--- config.mk ---
export PLATFORM = sky130hd
export DESIGN_NAME = oam_dma_arbiter_flat
export DESIGN_NICKNAME = d
export VERILOG_FILES = /design/src/rtl/oam_dma_arbiter_if.sv /design/src/rtl/oam_dma_arbiter.sv /design/src/flat_wrapper.sv
export SDC_FILE = /design/constraint.sdc
export NUM_CORES = 1
export LEC_CHECK = 0
export BUFFER_PORTS_ARGS = -buffer_cell sky130_fd_sc_hd__buf_2
export CORE_AREA = 5 5 67 69
export CTS_CLUSTER_DIAMETER = 150
export DETAILED_ROUTE_END_ITERATION = 8
export DIE_AREA = 0 0 72 74
export PLACE_DENSITY = 0.77
export SLEW_MARGIN = 30
export SYNTH_ARGS = -nofsm -noshare
export SYNTH_HDL_FRONTEND = slang
export SYNTH_SLANG_ARGS = --single-unit
--- constraint.sdc ---
create_clock -name CLK -period 2.1 [get_ports CLK]
set_input_delay 0.315 -clock CLK [delete_from_list [all_inputs] [get_ports CLK]]
set_output_delay 0.315 -clock CLK [all_outputs]
set_load 0.1 [all_outputs]
--- src/rtl/oam_dma_arbiter_if.sv ---
`default_nettype none
// ============================================================================
// Module   : oam_dma_arbiter_if
// Purpose  : CPU-side, system-bus and OAM signal bundle for oam_dma_arbiter.
//            The "slave" modport is the arbiter's view; "master" is the view
//            of whatever surrounds it (core, bus fabric, OAM).
// Revision : 1.0 - initial release
// ============================================================================
interface oam_dma_arbiter_if;
    // Core side
    logic [15:0] CPU_A;
    logic [7:0]  CPU_DO;
    logic        CPU_RD;
    logic        CPU_WR;
    logic [7:0]  CPU_DI;
    // System bus side
    logic [15:0] BUS_A;
    logic [7:0]  BUS_DO;
    logic        BUS_RD;
    logic        BUS_WR;
    logic [7:0]  BUS_DI;
    // OAM write port and status
    logic [7:0]  OAM_A;
    logic [7:0]  OAM_D;
    logic        OAM_WR;
    logic        DMA_ACTIVE;

    modport slave (
        input  CPU_A, CPU_DO, CPU_RD, CPU_WR, BUS_DI,
        output CPU_DI, BUS_A, BUS_DO, BUS_RD, BUS_WR,
        output OAM_A, OAM_D, OAM_WR, DMA_ACTIVE
    );

    modport master (
        output CPU_A, CPU_DO, CPU_RD, CPU_WR, BUS_DI,
        input  CPU_DI, BUS_A, BUS_DO, BUS_RD, BUS_WR,
        input  OAM_A, OAM_D, OAM_WR, DMA_ACTIVE
    );
endinterface
`default_nettype wire

--- src/rtl/oam_dma_arbiter.sv ---
`default_nettype none
// ============================================================================
// Module   : oam_dma_arbiter
// Purpose  : Sprite-attribute DMA engine and core/system-bus arbiter. A core
//            write to the trigger register copies DMA_LEN bytes from page
//            src:00.. into OAM, one byte per M-cycle, while gating core
//            accesses outside FFxx.
// Options  : OAM_DMA_CONFLICT_EN - when defined, a blocked core read during
//            the copy returns the byte the DMA is fetching that M-cycle
//            instead of 8'hFF.
// Revision : 1.0 - initial release
// ============================================================================
module oam_dma_arbiter #(
    parameter int          DMA_LEN      = 160,
    parameter logic [15:0] DMA_REG_ADDR = 16'hFF46
) (
    input  wire logic CLK,
    input  wire logic nRESET,
    input  wire logic MCYC,
    oam_dma_arbiter_if.slave dma_if
);

    typedef enum logic [1:0] {
        ST_IDLE  = 2'd0,
        ST_START = 2'd1,
        ST_RUN   = 2'd2
    } state_t;

    localparam logic [7:0] C_LAST_IDX = 8'(DMA_LEN - 1);

    state_t     state_q, state_d;
    logic [7:0] src_q, src_d;
    logic [7:0] idx_q, idx_d;

    logic       w_reg_hit;
    logic       w_reg_wr;
    logic       w_cpu_grant;
    logic       w_dma_own;
    logic [7:0] w_src_fold;
    logic [7:0] w_blocked_rd;

    // The trigger register is serviced internally, so touching it never
    // steals the DMA slot; every other FFxx access wins the bus.
    assign w_reg_hit   = (dma_if.CPU_A == DMA_REG_ADDR);
    assign w_reg_wr    = dma_if.CPU_WR && w_reg_hit;
    assign w_cpu_grant = (dma_if.CPU_A[15:8] == 8'hFF) && !w_reg_hit;
    assign w_dma_own   = (state_q != ST_IDLE) && !w_cpu_grant;

    // E0..FF are echo RAM: fold onto C0..DF by clearing bit 5.
    assign w_src_fold  = (dma_if.CPU_DO >= 8'hE0) ? (dma_if.CPU_DO & 8'hDF)
                                                  : dma_if.CPU_DO;

`ifdef OAM_DMA_CONFLICT_EN
    assign w_blocked_rd = (state_q == ST_RUN) ? dma_if.BUS_DI : 8'hFF;
`else
    assign w_blocked_rd = 8'hFF;
`endif

    // State register: everything advances only on M-cycle boundaries (via _d).
    always_ff @(posedge CLK or negedge nRESET) begin
        if (!nRESET) begin
            state_q <= ST_IDLE;
            src_q   <= 8'h00;
            idx_q   <= 8'h00;
        end else begin
            state_q <= state_d;
            src_q   <= src_d;
            idx_q   <= idx_d;
        end
    end

    // Next state: a trigger write restarts from any state; RUN walks idx
    // unless the core holds the bus; START always lasts one M-cycle.
    always_comb begin
        state_d = state_q;
        src_d   = src_q;
        idx_d   = idx_q;
        if (MCYC) begin
            if (w_reg_wr) begin
                src_d   = w_src_fold;
                idx_d   = 8'h00;
                state_d = ST_START;
            end else begin
                case (state_q)
                    ST_START: state_d = ST_RUN;
                    ST_RUN: begin
                        if (!w_cpu_grant) begin
                            if (idx_q == C_LAST_IDX) begin
                                state_d = ST_IDLE;
                                idx_d   = 8'h00;
                            end else begin
                                idx_d = idx_q + 8'd1;
                            end
                        end
                    end
                    default: state_d = state_q;
                endcase
            end
        end
    end

    // Bus mux: transparent unless the DMA owns this M-cycle; register reads
    // always return the latched source page.
    always_comb begin
        dma_if.BUS_A  = dma_if.CPU_A;
        dma_if.BUS_DO = dma_if.CPU_DO;
        dma_if.BUS_RD = dma_if.CPU_RD;
        dma_if.BUS_WR = dma_if.CPU_WR;
        dma_if.CPU_DI = dma_if.BUS_DI;
        if (w_dma_own) begin
            dma_if.BUS_A  = {src_q, idx_q};
            dma_if.BUS_DO = 8'h00;
            dma_if.BUS_RD = (state_q == ST_RUN);
            dma_if.BUS_WR = 1'b0;
            dma_if.CPU_DI = w_blocked_rd;
        end
        if (w_reg_hit) begin
            dma_if.CPU_DI = src_q;
        end
    end

    // OAM write strobe is the MCYC clock of an unstalled RUN slot.
    assign dma_if.OAM_WR     = MCYC && w_dma_own && (state_q == ST_RUN);
    assign dma_if.OAM_A      = idx_q;
    assign dma_if.OAM_D      = (state_q == ST_RUN) ? dma_if.BUS_DI : 8'h00;
    assign dma_if.DMA_ACTIVE = (state_q != ST_IDLE);

endmodule
`default_nettype wire

--- src/flat_wrapper.sv ---
// flat-port wrapper written by rule: the top's interface ports become plain ports
module oam_dma_arbiter_flat 
#(
    parameter int          DMA_LEN      = 160,
    parameter logic [15:0] DMA_REG_ADDR = 16'hFF46
)
  (CLK, nRESET, MCYC, dma_if_CPU_A, dma_if_CPU_DO, dma_if_CPU_RD, dma_if_CPU_WR, dma_if_BUS_DI, dma_if_CPU_DI, dma_if_BUS_A, dma_if_BUS_DO, dma_if_BUS_RD, dma_if_BUS_WR, dma_if_OAM_A, dma_if_OAM_D, dma_if_OAM_WR, dma_if_DMA_ACTIVE);
  oam_dma_arbiter_if dma_if_i ();
  input  wire logic CLK;
  input  wire logic nRESET;
  input  wire logic MCYC;
  input wire logic [$bits(dma_if_i.CPU_A)-1:0] dma_if_CPU_A;
  input wire logic [$bits(dma_if_i.CPU_DO)-1:0] dma_if_CPU_DO;
  input wire logic [$bits(dma_if_i.CPU_RD)-1:0] dma_if_CPU_RD;
  input wire logic [$bits(dma_if_i.CPU_WR)-1:0] dma_if_CPU_WR;
  input wire logic [$bits(dma_if_i.BUS_DI)-1:0] dma_if_BUS_DI;
  output wire logic [$bits(dma_if_i.CPU_DI)-1:0] dma_if_CPU_DI;
  output wire logic [$bits(dma_if_i.BUS_A)-1:0] dma_if_BUS_A;
  output wire logic [$bits(dma_if_i.BUS_DO)-1:0] dma_if_BUS_DO;
  output wire logic [$bits(dma_if_i.BUS_RD)-1:0] dma_if_BUS_RD;
  output wire logic [$bits(dma_if_i.BUS_WR)-1:0] dma_if_BUS_WR;
  output wire logic [$bits(dma_if_i.OAM_A)-1:0] dma_if_OAM_A;
  output wire logic [$bits(dma_if_i.OAM_D)-1:0] dma_if_OAM_D;
  output wire logic [$bits(dma_if_i.OAM_WR)-1:0] dma_if_OAM_WR;
  output wire logic [$bits(dma_if_i.DMA_ACTIVE)-1:0] dma_if_DMA_ACTIVE;
  assign dma_if_i.CPU_A = dma_if_CPU_A;
  assign dma_if_i.CPU_DO = dma_if_CPU_DO;
  assign dma_if_i.CPU_RD = dma_if_CPU_RD;
  assign dma_if_i.CPU_WR = dma_if_CPU_WR;
  assign dma_if_i.BUS_DI = dma_if_BUS_DI;
  assign dma_if_CPU_DI = dma_if_i.CPU_DI;
  assign dma_if_BUS_A = dma_if_i.BUS_A;
  assign dma_if_BUS_DO = dma_if_i.BUS_DO;
  assign dma_if_BUS_RD = dma_if_i.BUS_RD;
  assign dma_if_BUS_WR = dma_if_i.BUS_WR;
  assign dma_if_OAM_A = dma_if_i.OAM_A;
  assign dma_if_OAM_D = dma_if_i.OAM_D;
  assign dma_if_OAM_WR = dma_if_i.OAM_WR;
  assign dma_if_DMA_ACTIVE = dma_if_i.DMA_ACTIVE;
  oam_dma_arbiter #(.DMA_LEN(DMA_LEN), .DMA_REG_ADDR(DMA_REG_ADDR)) u_core (.CLK(CLK), .nRESET(nRESET), .MCYC(MCYC), .dma_if(dma_if_i));
endmodule
======== Yosys cells after proc, flatten, opt, wreduce, memory -nomap -nowiden ========
Cells that the tools add are included.
operators by class
  add/sub/neg operators ................... 1
  magnitude comparators ................... 1
  equal/unequal tests ..................... 8
  mux-type cells .......................... 16
  reduce and logical (&&, ||, !) cells .... 13
operators by type and width
  operator                                                  number
  two-way mux 8 bit                                         8
  equality test 16 bit, second input constant               1
  equality test 8 bit, second input constant                2
  two-way mux 16 bit                                        1
  adder 8 x 1 -> 8 bit, second input constant               1
  greater-or-equal comparator 8 bit, second input constant  1
  two-way mux 2 bit                                         3
  two-way mux 6 bit                                         1
  logical AND 1 bit                                         5
  one-hot mux 2 bit (2 select lines)                        1
  AND reduction 4 bit                                       1
  nonzero test 2 bit                                        2
  inequality test 3 x 1 -> 1 bit, second input constant     1
  inequality test 3 x 2 -> 1 bit, second input constant     1
  AND reduction 3 bit                                       1
  nonzero test 3 bit                                        1
  equality test 2 x 1 -> 1 bit, second input constant       1
  equality test 2 bit, second input constant                1
  logical NOT 1 bit                                         2
  two-way mux 1 bit                                         2
  inequality test 2 x 1 -> 1 bit, second input constant     1
  AND reduction 2 bit                                       1
word-level totals
  register bits after elaboration ......... 18
  bits of input ports ..................... 37
  output and inout port bits .............. 52
  logic and storage cells ................. 42

======== Logic depth before layout (Yosys ltp) ========
Gate-level depths: netlist of the first run.
  depth in word-level cells ............... 7
  gate-level depth with buffers ........... 8
  depth with buffers taken out ............ 7

======== Worst setup path before layout of the first run ========
No wires, ideal clock.
  path type ............................... input -> output
  start point ............................. input dma_if_CPU_A[0]
  end point ............................... output dma_if_CPU_DI[0]
  arrival time ............................ 3.265 ns
  required time ........................... 1.785 ns
  setup slack ............................. -1.480 ns
  cell stages on the path ................. 6
  path buffers ............................ 1
  cells stage by stage .................... nor4bb_4 > a211oi_2 > nor2_4 > buf_2 > nor2_1 > o21ai_0
between the ends
  cells in the longest elaborated chain, start to end .. 7
RTL lines
  item                      line                    text
  from (decl)               flat_wrapper.sv:12      input wire logic [$bits(dma_if_i.CPU_A)-1:0] dma_if_CPU_A;
  equality test 16 bit (*)  oam_dma_arbiter.sv:44   assign w_reg_hit = (dma_if.CPU_A == DMA_REG_ADDR);
  logical NOT 1 bit         oam_dma_arbiter.sv:46   assign w_cpu_grant = (dma_if.CPU_A[15:8] == 8'hFF) && !w_reg_hit;
  logical AND 1 bit         oam_dma_arbiter.sv:46
  logical NOT 1 bit         oam_dma_arbiter.sv:47   assign w_dma_own = (state_q != ST_IDLE) && !w_cpu_grant;
  logical AND 1 bit         oam_dma_arbiter.sv:47
  two-way mux 8 bit         oam_dma_arbiter.sv:110  if (w_dma_own) begin
  two-way mux 8 bit (*)     oam_dma_arbiter.sv:117  if (w_reg_hit) begin
  to (decl)                 flat_wrapper.sv:17      output wire logic [$bits(dma_if_i.CPU_DI)-1:0] dma_if_CPU_DI;
Mark *: on every way between the ends. The rest lies on a longest branch, timed or not.

======== Worst setup path in the final report of the first run ========
  start point ............................. input dma_if_CPU_A[0]
  end point ............................... output dma_if_BUS_A[9]
between the ends
  cells in the longest elaborated chain, start to end .. 6
RTL lines
  item                  line                    text
  equality test 16 bit  oam_dma_arbiter.sv:44
  logical NOT 1 bit     oam_dma_arbiter.sv:46
  logical AND 1 bit     oam_dma_arbiter.sv:46
  logical NOT 1 bit     oam_dma_arbiter.sv:47
  logical AND 1 bit     oam_dma_arbiter.sv:47
  two-way mux 16 bit    oam_dma_arbiter.sv:110
  to (decl)             flat_wrapper.sv:18      output wire logic [$bits(dma_if_i.BUS_A)-1:0] dma_if_BUS_A;
No other way between the ends.

==> flow_summary.json, run 1 <==
{
  "vias": 1654,
  "crit_chain": "buf_2 -> nor4bb_4 -> a211oi_2 -> nor2_4 -> buf_12 -> mux2_2 -> buf_12",
  "hold_violations": 0,
  "ctsRootBufferMaster": "clkbuf_8",
  "instances_no_fill": 312,
  "insertion_delay_ns": 0.26,
  "syn_area_per_cell_um2": 8.97,
  "fmax_ghz": 0.467,
  "failed_checks": "setup timing",
  "diodes": 0,
  "critPathLaunchType": "input pin",
  "outcome": "finished, violations left",
  "fin_nets": 303,
  "dp.cells": 304,
  "worst_pin_slew_ns": 0.503,
  "cts_made_buffers": 3,
  "synth.largest_area_cell": "dfrtp_1",
  "worst_slack_ns": -0.0395,
  "grt_max_degree": 20,
  "die_h_um": 74,
  "grt_pass1_wl_mm": 8.27,
  "dr.pass1.iters": 4,
  "async_flop_share": 1.00,
  "cts_tree": "yes",
  "synthCells": 164,
  "grt_pass1_vias": 1678,
  "yosys.area.top_type_share": 0.306,
  "wirelength_mm": 5.16,
  "synthTopCellsByArea": "dfrtp_1 31%, mux2_2 18%, o21ai_0 5.4%",
  "cp_max_fo": 19,
  "syn2layout_area_growth_pct": 87.7,
  "cp.arrival_ns": 1.82,
  "drv_slew": 0,
  "fp.coreArea_mm2": 0.00386,
  "fin_crit_sh": 1.02,
  "path_common_cell": "buf_12",
  "ios": 89,
  "synth_nets": 204,
  "drive_above_1_share": 0.611,
  "postLayoutCoreUtil": 0.716,
  "cts_sinks": 18,
  "period_needed_ns": 2.14,
  "cp-end-kind": "output pin",
  "synth_edf_count": 0,
  "required_ns": 1.78,
  "hold_path.class": "input pin to flip-flop",
  "skew_ns": 0.00380,
  "yosys_warnings": 0,
  "clk_pin_slew_ns": 0.08,
  "globalplace.congestion": 0.824,
  "synth_cell_types": 34,
  "start_util": 0.382,
  "ys_seq_area_frac": 0.306,
  "cp_slowest_cell": "mux2_2",
  "h-tree-depth": 1,
  "synth-seq-cells": 18,
  "worstSetupPathType": "input pin to output pin",
  "drtIter0Drc": 81,
  "grt_usage": 0.196,
  "std_cell_rows": 23,
  "whs_ns": 0.316,
  "slowest_delay_ns": 0.38,
  "antenna_found_initial": 0,
  "overflow": 0,
  "vias_per_cell": 5.30,
  "syn-cell-area_mm2": 0.00147,
  "dieWidth_um": 72,
  "place_hpwl_mm": 4.22,
  "setup_viol": 12,
  "ant_nets": 0,
  "rsz0062_at_grt": "true",
  "drc": 0,
  "wl_per_cell_um": 16.5,
  "slew_headroom": 0.667,
  "clk_path_buf_depth": 2,
  "maxCapViolations": 0,
  "ys.flop_type": "dfrtp_1",
  "numPortBuffers": 88,
  "die_area_mm2": 0.00533
}
-- cells in the final DEF, fill, tap and decap left out, types with 2 or more instances in the layout --
| cell type | instances |
|---|---|
| nor2_1 | 10 |
| dfrtp_1 | 16 |
| o21ai_0 | 9 |
| and4_1 | 3 |
| nand3_1 | 4 |
| dfrtp_2 | 2 |
| o31ai_1 | 3 |
| o22ai_1 | 2 |
| and2_1 | 8 |
| ha_1 | 2 |
| buf_4 | 11 |
| buf_6 | 2 |
| inv_1 | 7 |
| a21oi_1 | 6 |
| nand2b_1 | 3 |
| nand4_1 | 4 |
| o21ai_2 | 7 |
| buf_12 | 37 |
| clkbuf_8 | 4 |
| nand2_1 | 18 |
| mux2_2 | 23 |
| nor2b_4 | 8 |
| nand3b_1 | 2 |
| buf_2 | 52 |
-- worst paths after layout --
kind,slack [ns],from,cells past startpoint,to
max in group asynchronous,1.26,nRESET,2,u_core.dma_if.OAM_A[0]
worst max-delay path,-0.04,dma_if_CPU_A[0],7,dma_if_BUS_A[9]
worst min register to register,0.52,u_core.dma_if.OAM_A[0],1,u_core.dma_if.OAM_A[0]
worst max register to register,0.25,u_core.dma_if.OAM_A[0],6,u_core.dma_if.OAM_A[7]
worst min-delay path,0.32,dma_if_CPU_DO[0],2,u_core.src_q[0]
min in group asynchronous,0.52,nRESET,2,u_core.src_q[0]
-- metrics by stage --
stage | instance area [um2] | setup TNS [ns] | setup slack, ns
finish | 2760 | -0.367 | -0.0395
global route | 2760 | -1.45 | -0.109
CTS | 2730 | -0.554 | -0.0477
detailed placement | 2660 | -0.558 | -0.0499
global placement | 2660 | 0 | 0.0224
floorplan | 1580 | -1.53 | -0.209
-- timing repair --
| action | 4_1_cts | 5_1_grt |
|---|---|---|
| setup buffers | 1 | 2 |
| gates resized for setup | 0 | 6 |
| hold buffers | 1 | 0 |
| setup endpoints to repair | 17 | 25 |
| pin swaps | 2 | 0 |
| endpoints found under the hold margin | 10 | 0 |
-- synth_stat cells (2+ instances only) --
cell,number
o21ai_0,16
o21ai_1,2
mux2_2,23
buf_4,5
a21oi_1,6
and2_1,8
nor2_1,11
dfrtp_1,18
nand2b_1,3
o31ai_1,3
and4_1,4
nand3_1,4
nand2_1,18
buf_2,2
ha_1,3
nand3b_1,2
and3_1,2
nor2b_1,8
nand4_1,4
inv_1,7
o22ai_1,2
-- cell type report --
class                           count  area, um2
Clock buffer                        4       55.1
Multi-Input combinational cell    130       1050
Sequential cell                    18        453
Timing Repair Buffer              103       1120
Inverter                            7       26.3
Fill cell                         274       1090
Tap cell                           50       62.6
-- flip-flops by register name, indices dropped and copies added, names as in the netlist --
name / cells
u_core.dma_if.OAM_A: 8
u_core.src_q: 8
u_core.state_q: 2
-- per-layer routing --
| metal | global-route usage | vias up | wire (um) |
|---|---|---|---|
| met5 | 0 | - | 0 |
| met4 | 0.0752 | 0 | 138 |
| met3 | 0.0189 | 13 | 344 |
| met2 | 0.354 | 81 | 2740 |
| met1 | 0.243 | 777 | 1940 |
| li1 | - | 783 | - |
-- worst max-delay path, delay by kind of cell --
kind / cells / cell delay, ns
AO/OA/AOI/OAI: 1 / 0.15
buffers and inverters: 3 / 0.47
multiplexers: 1 / 0.38
AND/OR/NAND/NOR: 2 / 0.49
-- kinds of logic (layout without fill, tap and decap cells) --
kind of cell               count (synthesis)  count (layout)  share of synthesized area
and+or+nand+nor                           70              70                      0.294
adders and majority gates                  3               3                     0.0255
buffers and inverters                     16             114                     0.0561
muxes                                     24              24                      0.184
AOI/OAI and AO/OA                         33              33                      0.134
DFF                                       18              18                      0.306
Power of run 1 is not shown: default switching activity piles up to over one toggle a cycle in this logic, so the estimate is an artifact.
==> run 2: changes to the inputs <==
CORE_AREA = 5 5 65 67   (was 5 5 67 69)
DIE_AREA = 0 0 70 72   (was 0 0 72 74)
PLACE_DENSITY = 0.81   (was 0.77)
==> run 2 against run 1 <==
Effect of this change:
- the run still ends with setup timing left
- sequential share of layout area fell by 1.3 points
- worst setup slack got worse by 0.052 ns
- critical endpoint is now dma_if_BUS_A[15]
- highest routed layer unchanged
- flip-flop and latch count did not move
- die area fell by 5.4%
- via count rose by 9.3%
- clock skew rose by 0.0038 ns
- first-iteration DRC count rose by 32%
- fmax fell by 2.4%
- global-route usage rose by 5.4 points
- non-clock buffer count rose by 4
==> flow_summary.json, run 2 (synthesis results as in run 1) <==
{
  "dieWidth_um": 70,
  "whs_path_depth": 2,
  "hp-start": "dma_if_CPU_DO[1]",
  "rsz0062_at_grt": "true",
  "cp_max_fo": 5,
  "ctsRootBufferMaster": "clkbuf_4",
  "globalplace.congestion": 0.838,
  "maxCapViolations": 0,
  "vias_per_cell": 5.75,
  "grt_pass1_wl_mm": 9.89,
  "r2r_slack_ns": 0.17,
  "r2r_end": "u_core.dma_if.OAM_A[6]",
  "std_cell_rows": 22,
  "postLayoutCoreUtil": 0.837,
  "fin_nets": 307,
  "drc": 0,
  "ios": 89,
  "fp.coreArea_mm2": 0.00358,
  "final_area_mm2": 0.00300,
  "place_hpwl_mm": 4.31,
  "worst_slack_ns": -0.0912,
  "die_area_mm2": 0.00504,
  "ant_nets": 0,
  "wirelength_mm": 6.74,
  "overflow": 0,
  "start_util": 0.411,
  "critPathLaunchType": "flip-flop",
  "worst_pin_slew_ns": 0.496,
  "clk_path_buf_depth": 2,
  "fill_cells": 180,
  "fmax_ghz": 0.456,
  "die_h_um": 72,
  "clk_pin_slew_ns": 0.12,
  "required_ns": 1.78,
  "cp-end-kind": "output pin",
  "cts_sinks": 18,
  "dr.pass1.iters": 4,
  "rr_worst_depth": 9,
  "hold_path.class": "input pin to flip-flop",
  "h-tree-depth": 1,
  "cts_tree": "yes",
  "final_common_cell": "buf_12",
  "final_cell_mix": "38 x buf_12, 37 x buf_2, 18 x nand2_1",
  "worstSetupPathType": "flip-flop to output pin",
  "period_needed_ns": 2.19,
  "r2r_start": "u_core.state_q[0]",
  "whs_endpoint": "u_core.src_q[1]",
  "cp.arrival_ns": 1.88,
  "numPortBuffers": 88,
  "grt_max_degree": 19,
  "grt_usage": 0.251,
  "diodes": 0,
  "syn2layout_area_growth_pct": 104,
  "cts_made_buffers": 3,
  "outcome": "finished, violations left",
  "failed_checks": "setup timing",
  "wl_per_cell_um": 21.5,
  "hold_violations": 0,
  "fin_crit_sh": 1.04,
  "grt_pass1_vias": 1899,
  "drive_above_1_share": 0.647,
  "antenna_found_initial": 0,
  "drtIter0Drc": 107,
  "crit_start": "u_core.state_q[0]",
  "placed_area_mm2": 0.00264,
  "setup_viol": 27,
  "drv_slew": 0,
  "slew_headroom": 0.672,
  "insertion_delay_ns": 0.31,
  "vias": 1807,
  "skew_ns": 0.00757
}
-- run 2: cell types whose count changed in the layout (fill, tap and decap cells not counted), moves of 6 or more --
| cell | before | now |
|---|---|---|
| mux2_2 | 23 | 7 |
| mux2_4 | 1 | 17 |
| buf_2 | 52 | 37 |
| clkbuf_4 | 0 | 11 |
| buf_6 | 2 | 8 |
| nor2_1 | 10 | 4 |
-- run 2: critical path, cell delays in order (launching register included) --
cell and delay, ns:
dfrtp_1 0.39, inv_2 0.06, ha_4 0.17, nor2_4 0.17, buf_12 0.14, clkbuf_16 0.15, mux2_4 0.32, buf_12 0.17
-- run 2: how the worst max path moves through the flow --
stage / cells after the start / slack (ns) / end
floorplan: 6 / -0.21 / dma_if_CPU_DI[1]
global placement: 7 / 0.01 / dma_if_BUS_RD
detailed placement: 7 / -0.01 / dma_if_BUS_A[1]
CTS: 8 / -0.04 / dma_if_BUS_A[1]
global route: 7 / -0.13 / dma_if_BUS_A[3]
finish: 7 / -0.09 / dma_if_BUS_A[15]
-- run 2: cell type report --
cell class / instances / area [um2] / share of cell area
flip-flops and latches: 18 / 453 / 0.151
clock buffers: 4 / 36.3 / 0.0121
inverters: 7 / 26.3 / 0.00877
repair buffers: 107 / 1260 / 0.422
well taps: 48 / 60.1 / 0.0200
multi-input cells: 130 / 1160 / 0.386
-- run 2: through the flow --
step | std cells | hold slack, ns | worst slack (ns) | setup TNS, ns
floorplan | 164 | 0.0194 | -0.209 | -1.53
global placement | 300 | 0.260 | 0.0135 | 0
detailed placement | 300 | 0.267 | -0.0121 | -0.0550
CTS | 311 | 0.259 | -0.0421 | -0.497
global route | 314 | 0.237 | -0.128 | -2.84
finish | 314 | 0.242 | -0.0912 | -1.64
-- run 2: metal layers --
metal,GRT usage,up-vias,routed length [um]
met2,0.463,129,3510
met3,0.0485,37,542
li1,-,790,-
met1,0.258,851,2300
met5,0,-,0
met4,0.166,0,391
-- run 2: timing repair --
action,4_1_cts,5_1_grt
pin swaps,4,6
setup buffers,4,2
gates resized for setup,28,26
cloned,2,1
hold buffers,1,0
hold endpoints to repair,18,0
setup endpoints to repair,18,35
Power of run 2 is left out for the same reason.
==> run 3: changes to the inputs <==
CORE_AREA = 5 5 62 70   (was 5 5 65 67)
CTS_CLUSTER_SIZE = 28   (was unset)
DIE_AREA = 0 0 67 75   (was 0 0 70 72)
PLACE_DENSITY = 0.82   (was 0.81)
==> run 3 against run 2 <==
Effect of this change:
- hold slack gained 0.056 ns
- the run still ends with setup timing left
- non-clock buffer count increased by 6
- via count is 5.4% higher
- worst setup slack lost 0.046 ns
- routed wire length up 13%
- count of clock-buffer cells in the layout shrank 1
- fmax is 2.1% lower
- sequential share of layout area down 0.17 points
- flip-flop and latch count unchanged
==> flow_summary.json, run 3 (synthesis results as in run 1) <==
{
  "ant_nets": 0,
  "cts_sinks": 18,
  "drtIter0Drc": 125,
  "std_cell_rows": 23,
  "clk_pin_slew_ns": 0.08,
  "postLayoutCoreUtil": 0.856,
  "cp_max_fo": 4,
  "overflow": 0,
  "cts_made_buffers": 3,
  "slowest_delay_ns": 0.35,
  "drc": 0,
  "hold_path.class": "input pin to flip-flop",
  "ios": 89,
  "fin_nets": 313,
  "hp-start": "dma_if_CPU_DO[1]",
  "drive_above_1_share": 0.624,
  "critPathLaunchType": "input pin",
  "insertion_delay_ns": 0.28,
  "setup_viol": 29,
  "die_h_um": 75,
  "rr_worst_depth": 6,
  "syn2layout_area_growth_pct": 106,
  "grt_usage": 0.233,
  "vias_per_cell": 5.93,
  "wirelength_mm": 7.61,
  "r2r_slack_ns": 0.10,
  "h-tree-depth": 1,
  "start_util": 0.416,
  "vias": 1904,
  "wl_per_cell_um": 23.7,
  "fmax_ghz": 0.447,
  "failed_checks": "setup timing",
  "r2r_start": "u_core.dma_if.OAM_A[0]",
  "cts_tree": "yes",
  "cp.arrival_ns": 1.92,
  "post-place-ws_ns": -0.0599,
  "globalplace.congestion": 0.880,
  "diodes": 0,
  "worst_pin_slew_ns": 0.499,
  "crit_chain": "buf_8 -> nor4bb_4 -> a211oi_2 -> nor2_4 -> buf_6 -> buf_6 -> buf_8 -> nor2_4 -> o21ai_2 -> buf_12",
  "fin_crit_sh": 1.07,
  "numPortBuffers": 88,
  "worstSetupPathType": "input pin to output pin",
  "clk_path_buf_depth": 2,
  "grt_pass1_vias": 1729,
  "r2r_end": "u_core.dma_if.OAM_A[7]",
  "period_needed_ns": 2.24,
  "dp.cells": 303,
  "dr.pass1.iters": 4,
  "final_common_cell": "buf_2",
  "outcome": "finished, violations left",
  "whs_endpoint": "u_core.src_q[1]",
  "place_hpwl_mm": 4.45,
  "cp-end-kind": "output pin",
  "fp.coreArea_mm2": 0.00354,
  "worst_slack_ns": -0.138,
  "grt_max_degree": 20,
  "ctsRootBufferMaster": "clkbuf_8",
  "fin_setup_tns_ns": -2.42,
  "skew_ns": 0.0138,
  "slew_headroom": 0.670,
  "drv_slew": 0,
  "required_ns": 1.78,
  "maxCapViolations": 0,
  "final_cell_mix": "46 x buf_2, 37 x buf_12, 18 x nand2_1",
  "rsz0062_at_grt": "true",
  "antenna_found_initial": 0,
  "cp_slowest_cell": "nor4bb_4",
  "die_area_mm2": 0.00503,
  "instances_no_fill": 321,
  "grt_pass1_wl_mm": 8.68,
  "fill_cells": 158,
  "hold_violations": 0,
  "dieWidth_um": 67,
  "whs_path_depth": 2
}
[run 3: changes by cell type in the layout (fill, tap and decap cells not counted), moves of 2 or more]
cell and change:
nor2_2 -4, buf_2 +9, inv_1 +2, inv_2 -2
clkbuf_8 +2, buf_8 +5, buf_4 -2, buf_6 +3
clkbuf_4 -11, nor2_1 +5
[run 3: final cells by class]
class | instances | area (um2) | area share
Timing Repair Buffer | 113 | 1320 | 0.435
Inverter | 7 | 26.3 | 0.00867
Multi-Input combinational cell | 130 | 1130 | 0.372
Clock buffer | 3 | 41.3 | 0.0136
Tap cell | 50 | 62.6 | 0.0206
Sequential cell | 18 | 453 | 0.149
[run 3: timing repair]
item,in CTS,in global routing
resized for setup,1,48
endpoints found under the hold margin,18,0
hold buffers,1,0
cloned,0,3
pin swaps,0,5
buffers inserted,1,11
setup endpoints to repair,17,28
[run 3: critical path: cells and delay by family]
| family | cells | cell delay, ns |
|---|---|---|
| compound gates | 2 | 0.35 |
| buf+inv | 5 | 0.68 |
| simple gates | 3 | 0.57 |
[run 3: worst max path at each step]
stage                     from                to  slack, ns  cells after the start
3_3_place_gp   dma_if_CPU_A[0]  dma_if_BUS_A[12]       0.03                      7
5_1_grt        dma_if_CPU_A[3]  dma_if_CPU_DI[1]      -0.20                     10
6_report       dma_if_CPU_A[3]  dma_if_CPU_DI[1]      -0.14                     10
3_5_place_dp   dma_if_CPU_A[0]  dma_if_BUS_A[15]      -0.06                      7
2_1_floorplan  dma_if_CPU_A[0]  dma_if_CPU_DI[1]      -0.21                      6
4_1_cts        dma_if_CPU_A[0]  dma_if_BUS_A[15]      -0.05                      7
[run 3: stage by stage]
| step | area [um2] | hold WS (ns) |
|---|---|---|
| after detailed placement | 2650 | 0.271 |
| final | 3030 | 0.297 |
| after CTS | 2710 | 0.301 |
| after floorplan | 1580 | 0.0194 |
| after global placement | 2650 | 0.273 |
| after global routing | 3030 | 0.297 |
[run 3: metal layers]
| layer | share of wire | vias up | track usage | wire (um) |
|---|---|---|---|---|
| li1 | - | 798 | - | - |
| met1 | 0.32 | 914 | 0.256 | 2460 |
| met2 | 0.53 | 144 | 0.414 | 4010 |
| met3 | 0.084 | 48 | 0.0284 | 636 |
| met4 | 0.066 | 0 | 0.162 | 500 |
| met5 | 0 | - | 0 | 0 |
Power of run 3 is left out for the same reason.
